## src/rtl/activate.sv

```systemverilog
// Clipped-ReLU activation with a two-way fork: state vector and derivative mask.
// Each output owns a one-entry slot so the two consumers drain independently.
module activate #(
  parameter int    NP    = 3,
  parameter int    NC    = 2,
  parameter int    WF    = 8,
  parameter string BURST = "yes",
  localparam int   WA    = $clog2(NP) + WF
) (
  input  logic             iCLK,
  input  logic             iRST,
  input  logic             iValid_AM_Accum0,
  output logic             oReady_AM_Accum0,
  input  logic [NC*WA-1:0] iData_AM_Accum0,
  output logic             oValid_BM_State1,
  input  logic             iReady_BM_State1,
  output logic [NC*WF-1:0] oData_BM_State1,
  output logic             oValid_BM_Mask,
  input  logic             iReady_BM_Mask,
  output logic [NC-1:0]    oData_BM_Mask
);

  localparam bit BURST_EN = (BURST == "yes");

  localparam logic signed [WA-1:0] MAX_A =
    {{(WA-WF+1){1'b0}}, {(WF-1){1'b1}}};
  localparam logic [WF-1:0] MAX_F =
    {1'b0, {(WF-1){1'b1}}};

  logic [NC*WF-1:0] act_st;
  logic [NC-1:0]    act_mk;

  for (genvar k = 0; k < NC; k++) begin : g_lane
    logic signed [WA-1:0] x;
    logic                 neg;
    logic                 sat;
    assign x   = iData_AM_Accum0[k*WA+:WA];
    assign neg = x[WA-1] || (x == '0);
    assign sat = !neg && (x > MAX_A);
    assign act_st[k*WF+:WF] = neg ? '0
                            : sat ? MAX_F
                            : x[WF-1:0];
    assign act_mk[k] = !neg && !sat;
  end

  logic             full_s_q, full_s_d;
  logic             full_m_q, full_m_d;
  logic [NC*WF-1:0] st_q, st_d;
  logic [NC-1:0]    mk_q, mk_d;
  logic             free_s, free_m;
  logic             accept;

  // Burst mode lets a draining slot count as free in the same cycle.
  always_comb begin
    free_s = !full_s_q;
    free_m = !full_m_q;
    if (BURST_EN) begin
      free_s = !full_s_q || iReady_BM_State1;
      free_m = !full_m_q || iReady_BM_Mask;
    end
  end

  assign oReady_AM_Accum0 = !iRST && free_s && free_m;
  assign accept = iValid_AM_Accum0 && oReady_AM_Accum0;

  always_comb begin
    full_s_d = full_s_q;
    full_m_d = full_m_q;
    st_d     = st_q;
    mk_d     = mk_q;
    if (accept) begin
      full_s_d = 1'b1;
      full_m_d = 1'b1;
      st_d     = act_st;
      mk_d     = act_mk;
    end else begin
      if (full_s_q && iReady_BM_State1)
        full_s_d = 1'b0;
      if (full_m_q && iReady_BM_Mask)
        full_m_d = 1'b0;
    end
  end

  always_ff @(posedge iCLK or posedge iRST) begin
    if (iRST) begin
      full_s_q <= 1'b0;
      full_m_q <= 1'b0;
      st_q     <= '0;
      mk_q     <= '0;
    end else begin
      full_s_q <= full_s_d;
      full_m_q <= full_m_d;
      st_q     <= st_d;
      mk_q     <= mk_d;
    end
  end

  assign oValid_BM_State1 = full_s_q;
  assign oData_BM_State1  = st_q;
  assign oValid_BM_Mask   = full_m_q;
  assign oData_BM_Mask    = mk_q;

endmodule

```

## config.mk

```make
export PLATFORM = sky130hd
export DESIGN_NAME = activate
export DESIGN_NICKNAME = d
export VERILOG_FILES = /design/src/rtl/activate.sv
export SDC_FILE = /design/constraint.sdc
export NUM_CORES = 1
export LEC_CHECK = 0
export ABC_AREA = 1
export BUFFER_PORTS_ARGS = -buffer_cell sky130_fd_sc_hd__buf_4
export CAP_MARGIN = 20
export CELL_PAD_IN_SITES_DETAIL_PLACEMENT = 1
export CELL_PAD_IN_SITES_GLOBAL_PLACEMENT = 2
export CORE_MARGIN = 4
export CORE_UTILIZATION = 22
export CTS_BUF_LIST = sky130_fd_sc_hd__clkbuf_4
export DETAILED_ROUTE_END_ITERATION = 8
export GPL_TIMING_DRIVEN = 0
export PLACE_DENSITY_LB_ADDON = 0.1
export SYNTH_ARGS = -nofsm -noshare
export SYNTH_HDL_FRONTEND = slang
export SYNTH_SLANG_ARGS = --single-unit
```

## constraint.sdc

```tcl
create_clock -name iCLK -period 0.98 [get_ports iCLK]
set_input_delay 0.294 -clock iCLK [delete_from_list [all_inputs] [get_ports iCLK]]
set_output_delay 0.294 -clock iCLK [all_outputs]
set_load 0.05 [all_outputs]
```

== Word-level counts from Yosys, hierarchy flattened ==
Index checks and enable logic that the tools add are counted.

* Mux-type cells: 8
* Reduce and logical (&&, ||, !) cells: 24
* $lt $le $gt $ge: 2

{| class="wikitable"
|+ Operators by type and width
! kind !! count
|-
| 2-to-1 mux 8 bit || 4
|-
| > comparator 10 x 8 -> 1 bit, second input constant || 2
|-
| zero test 10 bit || 2
|-
| logical AND 1 bit || 9
|-
| zero test 1 bit || 7
|-
| logical OR 1 bit || 4
|-
| 2-to-1 mux 1 bit || 4
|-
| nonzero test 2 bit || 2
|}

* Input bits: 25
* Output and inout bits: 21
* Bits in registers: 20
* Logic and storage cells: 38

== Longest topological paths before layout ==
Gate-level depths: netlist of the first run.

* Depth after elaboration: 6
* Depth in mapped cells: 7
* Gate-level depth less buffers: 6

== Least setup slack after synthesis of the first run ==
Ideal clock, no wire load.

* Kind: register -> output
* From: register full_s_q (netlist: oValid_BM_State1)
* To: output oReady_AM_Accum0
* Data arrival time: 1.453 ns
* Buffers on the path: 0
* Required time: 0.686 ns
* Path slack: -0.767 ns
* Cell stages (with the launch flop): 4
* Path through: dfrtp_1 -> nand2_2 -> nand2_1 -> nor2_1

* Longest elaborated chain between the ends: 4

{| class="wikitable"
|+ Ends and longest elaborated chain
! what !! line !! text
|-
| start, declared || 46 || <nowiki>logic full_s_q, full_s_d;</nowiki>
|-
| start signal, assigned || 91 || <nowiki>full_s_q <= full_s_d;</nowiki>
|-
| zero test 1 bit || 58 || <nowiki>free_s = !full_s_q || iReady_BM_State1;</nowiki>
|-
| logical OR 1 bit || 58 ||
|-
| logical AND 1 bit (2 in series) || 63 || <nowiki>assign oReady_AM_Accum0 = !iRST && free_s && free_m;</nowiki>
|-
| end, declared || 13 || <nowiki>output logic oReady_AM_Accum0,</nowiki>
|}

Every way passes these cells.

== Final worst setup path of the first run ==
* From: register full_m_q (netlist: oValid_BM_Mask)
* To: output oReady_AM_Accum0

* Longest elaborated chain between the ends: 3

{| class="wikitable"
|+ Ends and longest elaborated chain
! what !! line !! text
|-
| start, declared || 47 || <nowiki>logic full_m_q, full_m_d;</nowiki>
|-
| start signal, assigned || 92 || <nowiki>full_m_q <= full_m_d;</nowiki>
|-
| zero test 1 bit || 59 || <nowiki>free_m = !full_m_q || iReady_BM_Mask;</nowiki>
|-
| logical OR 1 bit || 59 ||
|-
| logical AND 1 bit || 63 ||
|}

Every way passes these cells.

==> impl_results.md, run 1 <==
- Core Util, Final: 0.437
- VDD IR-drop max: 655 µV
- Post-synth EDFFs: 0
- Combinational share of power: 0.497
- Worst setup path class: reg2out
- Final Hold Viols: 20
- Worst setup SP type: flop
- Antenna violations before repair: 0
- Worst-case clock skew: 15.7 ps
- CORE AREA: 0.00441 mm²
- Mux cell area share after synthesis: 0
- Routed vias/inst: 4.23
- Met1 usage: 0.148
- Area grow syn2layout: 89.8%
- Outcome: finished with violations
- Clock Latency Late Sink: 310 ps
- Per-cell routed wire length: 13.2 µm
- # H-tree levels: 1
- CTS tree: yes
- Compound-Gate Fraction of Synth Area: 0.0148
- Setup Total Neg Slack: -11080 ps
- Hold Path Class: in2async
- Tmin final: 1440 ps
- CTS Buf Count: 3
- Overall Global Routing Usage: 0.121
- Most frequent cells after synthesis: 54 x nand2_1, 23 x inv_1, 20 x dfrtp_1
- DR DRC count: 0
- Switching part of the total power: 0.406
- Period Utilization, post-route: 1.47
- RSZ-0062 raised after global routing: true
- WHS: -69.6 ps
- Sw power: 1.22 mW
- Placer Congestion: 0.691
- Int Pwr: 1.78 mW
- WP data required: 690 ps
- Most used routing layer: met2
- Via count: 1109
- Clock-pin slew on the worst setup and hold paths: 130 ps
- Max_cap viols: 0
- Placed Area: 0.00144 mm²
- Largest cells by area after synthesis: dfrtp_1 49%, nand2_1 20%, inv_1 8.5%
- Synth top area share: 0.493
- Crit path cell chain: nand2_4, inv_4, nor2_4, buf_6
- Number of primary I/O pins: 46
- Ant. Diodes: 0
- Main combinational cell family by area after synthesis: simple AND/OR/NAND/NOR gates
- Sequential area share after synthesis: 0.493
- LEAKAGE: 1.06 nW
- Global routing usage on met2: 0.206
- Detailed router's first-iteration violation count: 28
- Sequential Power Share: 0.353
- Full die area: 0.00577 mm²
- Failing checks: negative hold slack, negative setup slack
- Pwr dens: 1560 mW/mm²
- Total Power: 3.00 mW
- Final wirelength: 3450 µm
- Port Buffer Count: 45
- Max-slew headroom: 0.585
- Fmax: 0.693 GHz
- Final HPWL DP: 2350 µm
- Clock Path Buffers: 2
- First-pass GRT wire length: 5770 µm
- CP max stage cell: dfrtp_2
- Share of cells above drive strength 1: 0.543
- Crit. End Element: output port
- Clk pwr share: 0.150
- Slowest stage delay, CP: 440 ps
- Vias in the first global route: 1232
- Synthesized cell area: 0.00102 mm²
- Ys flop type: dfrtp_1
- Crit. Startpoint: oValid_BM_Mask$_DFFE_PP0P_
- GR met3 Demand/Resource: 0.0415
- Post-Synth Adder-Cell Area: 0
- Post-Synth Simple-Gate Area: 0.377
- Fin area: 0.00193 mm²
- WP data arrival: 1150 ps
- Grt ovf: 0
- Synth cell types: 16
- Synth warnings: 0
- DIE HEIGHT: 76.0 µm
- Post-synthesis instance total: 137
- CTS sink count: 20
- Crit path max fanout: 3
- FF-to-FF Start: oValid_BM_State1$_DFFE_PP0P_
- Most instantiated library cell after synthesis: nand2_1
- FP Rows: 24
- NumNets Final: 236
- Yosys reg bits: 20
- Synth area leader: dfrtp_1
- Avg Inst Size Synth: 7.42 µm²
- Die X: 76.0 µm
- Worst setup margin: -464 ps
- Initial Util: 0.230
- Fin. max-slew vios: 0
- Asr flop ratio synth: 1.00
- Post-Synth XOR/XNOR Area: 0
- Final setup viols: 41
- First-pass DRT Iterations: 4
- DRT antenna net count: 0
- Root Driver: clkbuf_4
- Slew @ Worst Pin: 619 ps
- Pin count of the biggest net entering global routing: 23
- Syn Nets: 162
-- routing by layer --
layer  part of all wire  vias to the layer above
met5                  0                        -
li1                   -                      555
met1               0.41                      524
met2               0.53                       28
met3              0.056                        2
met4             0.0032                        0
-- metrics by stage --
step,worst slack [ps],std cells
after global placement,-445,234
after floorplan,-290,137
after CTS,-473,255
after detailed placement,-463,234
final,-464,262
after global routing,-517,262
-- critical path, delay by kind of cell, from the launching register on --
family	cells	cell delay, ps
flops	1	440
buf+inv	2	200
simple gates	2	200
-- layout make-up --
class	count	area, µm²
fill	523	2490
buffer	3	35.0
timing repair buffer	69	644
tap	52	65.1
inverter	24	108
multi-input combinational	90	543
sequential	20	503
clock buffer	4	30.0
-- cells in the final DEF (no fill, tap or decap), drive strengths merged --
cell type | Yosys | final
or2 | 1 | 1
inv | 24 | 23
o21ai | 1 | 1
clkbuf | 0 | 4
a21oi | 2 | 2
nand2 | 56 | 56
dfrtp | 20 | 20
clkinv | 0 | 1
nand4 | 1 | 1
nor3 | 1 | 1
buf | 3 | 72
nor2 | 12 | 12
nand3 | 16 | 16
-- cell families (layout without fill, tap and decap cells) --
logic type      after synthesis  after routing
buf+inv                      27            100
compound gates                3              3
flops                        20             20
simple gates                 87             87
-- repair_timing --
item | CTS | global route
pin swaps | 3 | 14
endpoints found under the setup margin | 41 | 41
setup buffers | 16 | 8
hold endpoints to repair | 20 | 20
gates cloned | 1 | 0
gates resized for setup | 35 | 31
-- registers in the layout, indices dropped and copies added (netlist names) --
register and cells:
oData_BM_Mask 2, oValid_BM_State1 1, oData_BM_State1 16, oValid_BM_Mask 1
-- worst paths after layout --
kind                       depth (start not counted)                              end  slack, ps
min reg2reg                                        2   oData_BM_State1[3]$_DFFE_PP0P_        510
min                                                2   oData_BM_State1[5]$_DFFE_PP0P_        -70
max reg2reg                                        7   oData_BM_State1[2]$_DFFE_PP0P_       -430
max in group asynchronous                          2  oData_BM_State1[12]$_DFFE_PP0P_        790
min in group iCLK                                  4   oData_BM_State1[4]$_DFFE_PP0P_        270
max                                                4                 oReady_AM_Accum0       -460
-- power groups by stage --
| stage | Sequential (mW) | Combinational (mW) | Clock [mW] |
|---|---|---|---|
| floorplan | 1.52 | 0.247 | 0 |
| global placement | 1.05 | 1.09 | 0 |
| detailed placement | 1.06 | 1.11 | 0 |
| CTS | 1.06 | 1.38 | 0.470 |
| global route | 1.08 | 1.60 | 0.503 |
| finish | 1.06 | 1.49 | 0.451 |
Note: power is estimated with default switching activity, not from simulation.
==> run 2, diff against run 1 <==
PLACE_DENSITY = 0.81   (was default)
PLACE_DENSITY_LB_ADDON = default   (was 0.1)
SKIP_LAST_GASP = 1   (was default)
==> impl_results.md, run 2 (synthesis gave the netlist of run 1 again) <==
- Outcome: finished with violations
- Failing checks: negative hold slack, negative setup slack
- Crit path cell chain: nand2_4, inv_2, nor2_4, buf_8
- Via count: 1090
- Routed vias/inst: 4.18
- WHS: -64.8 ps
- Final Hold Viols: 20
- Die X: 76.0 µm
- Period Utilization, post-route: 1.47
- Placer Congestion: 0.743
- Tmin final: 1440 ps
- Clock Path Buffers: 2
- Reg2reg path depth: 7
- Root Driver: clkbuf_4
- Max reg flops: 16
- Area of the multi-input gates: 538 µm²
- Port Buffer Count: 45
- Most frequent cells in the layout: 42 x buf_4, 29 x nand2_1, 24 x buf_6
- Commonest non-fill, non-tap cell in the layout: buf_4
- Max-slew headroom: 0.631
- WP data arrival: 1150 ps
- Int Pwr: 1.79 mW
- Ant. Diodes: 0
- Worst setup path class: reg2out
- # H-tree levels: 1
- NumNets Final: 235
- Slowest stage delay, CP: 450 ps
- CORE AREA: 0.00441 mm²
- Cells after DPL: 234
- Combinational share of power: 0.498
- Full die area: 0.00577 mm²
- First-pass DRT Iterations: 4
- Clk pwr share: 0.146
- WP data required: 690 ps
- Crit path max fanout: 2
- RSZ-0062 raised after global routing: true
- DRT antenna net count: 0
- Placed Area: 0.00144 mm²
- DIE HEIGHT: 76.0 µm
- Slew @ Worst Pin: 550 ps
- Worst-case clock skew: 15.3 ps
- FF-to-FF Start: oValid_BM_Mask$_DFFE_PP0P_
- Number of primary I/O pins: 46
- CP max stage cell: dfrtp_2
- Fmax: 0.695 GHz
- Final wirelength: 3350 µm
- DR DRC count: 0
- Final setup viols: 41
- Setup Total Neg Slack: -11170 ps
- Non-Filler Instances: 261
- Sw power: 1.25 mW
- LEAKAGE: 1.05 nW
- Crit Reg-Reg Endpoint: oData_BM_Mask[1]$_DFFE_PP0P_
- Hold Path Class: in2async
- Vias in the first global route: 1181
- Initial Util: 0.230
- Per-cell routed wire length: 12.8 µm
- Pwr dens: 1600 mW/mm²
- Placement Setup Slack: -445 ps
- Fin. max-slew vios: 0
- CP bufs+invs: 2
- Max_cap viols: 0
- Overall Global Routing Usage: 0.110
- Share of cells above drive strength 1: 0.560
- Final HPWL DP: 2310 µm
- Switching part of the total power: 0.411
- Core Util, Final: 0.429
- CTS Buf Count: 3
- CP top delay family: flip-flops
- Antenna violations before repair: 0
- Detailed router's first-iteration violation count: 29
- Clock Latency Late Sink: 300 ps
- Worst setup SP type: flop
- Fin area: 0.00189 mm²
- FP Rows: 24
- Crit. End Element: output port
- First-pass GRT wire length: 5380 µm
- CTS sink count: 20
- Grt ovf: 0
- VDD IR-drop max: 387 µV
- Reg2Reg Setup Slack: -380 ps
- Area grow syn2layout: 86.5%
- Pin count of the biggest net entering global routing: 23
- Sequential Power Share: 0.355
- Total Power: 3.03 mW
- Reg area: 503 µm²
- Worst setup margin: -460 ps
- Clock-pin slew on the worst setup and hold paths: 120 ps
- Filler instances: 521
- CTS tree: yes
==> run 2: cell types whose count changed in the layout (fill, tap and decap cells not counted), moves of 2 or more <==
cell and change:
nand2_1 -14, nand2_2 +13, nand3_1 +8, nand3_2 -8, nor2_1 +2, nor2_2 -2
==> run 2: timing repair <==
action,CTS,global route
hold endpoints to repair,20,20
pin swaps,3,13
gates cloned,0,1
endpoints found under the setup margin,41,41
gates resized for setup,29,40
buffers inserted,12,10
==> run 2: worst max path at each step <==
stage	to	cells after the start	start
global route	oReady_AM_Accum0	4	oValid_BM_Mask$_DFFE_PP0P_
global placement	oData_BM_State1[8]$_DFFE_PP0P_	7	iRST
finish	oReady_AM_Accum0	4	oValid_BM_Mask$_DFFE_PP0P_
detailed placement	oData_BM_State1[8]$_DFFE_PP0P_	7	iRST
floorplan	oReady_AM_Accum0	3	oValid_BM_State1$_DFFE_PP0P_
CTS	oReady_AM_Accum0	4	oValid_BM_State1$_DFFE_PP0P_
==> run 2: routing by layer <==
| metal | part of all wire | vias up | track usage |
|---|---|---|---|
| met3 | 0.062 | 2 | 0.0379 |
| li1 | - | 555 | - |
| met4 | 0.0027 | 0 | 0.0214 |
| met1 | 0.39 | 503 | 0.124 |
| met5 | 0 | - | 0 |
| met2 | 0.54 | 30 | 0.199 |
==> run 2: power groups by stage <==
stage	registers (mW)	logic (mW)	clock network, mW
3_5_place_dp	1.06	1.10	0
4_1_cts	1.07	1.30	0.452
5_1_grt	1.10	1.61	0.505
6_report	1.08	1.51	0.444
3_3_place_gp	1.06	1.08	0
2_1_floorplan	1.52	0.247	0
==> run 2: cell type report <==
type	count	share of cell area
tap	52	0.0343
buffer	3	0.0185
multi-input combinational	90	0.284
clock buffer	4	0.0159
sequential	20	0.266
inverter	24	0.0515
timing repair buffer	68	0.330
==> run 2: worst reg2reg max path, cell delays in order (launching register included) <==
cell	delay [ps]
dfrtp_2	450
nand2_4	80
buf_4	130
nand4_4	120
buf_4	190
nor2_4	130
nand3_1	120
nand2_2	90
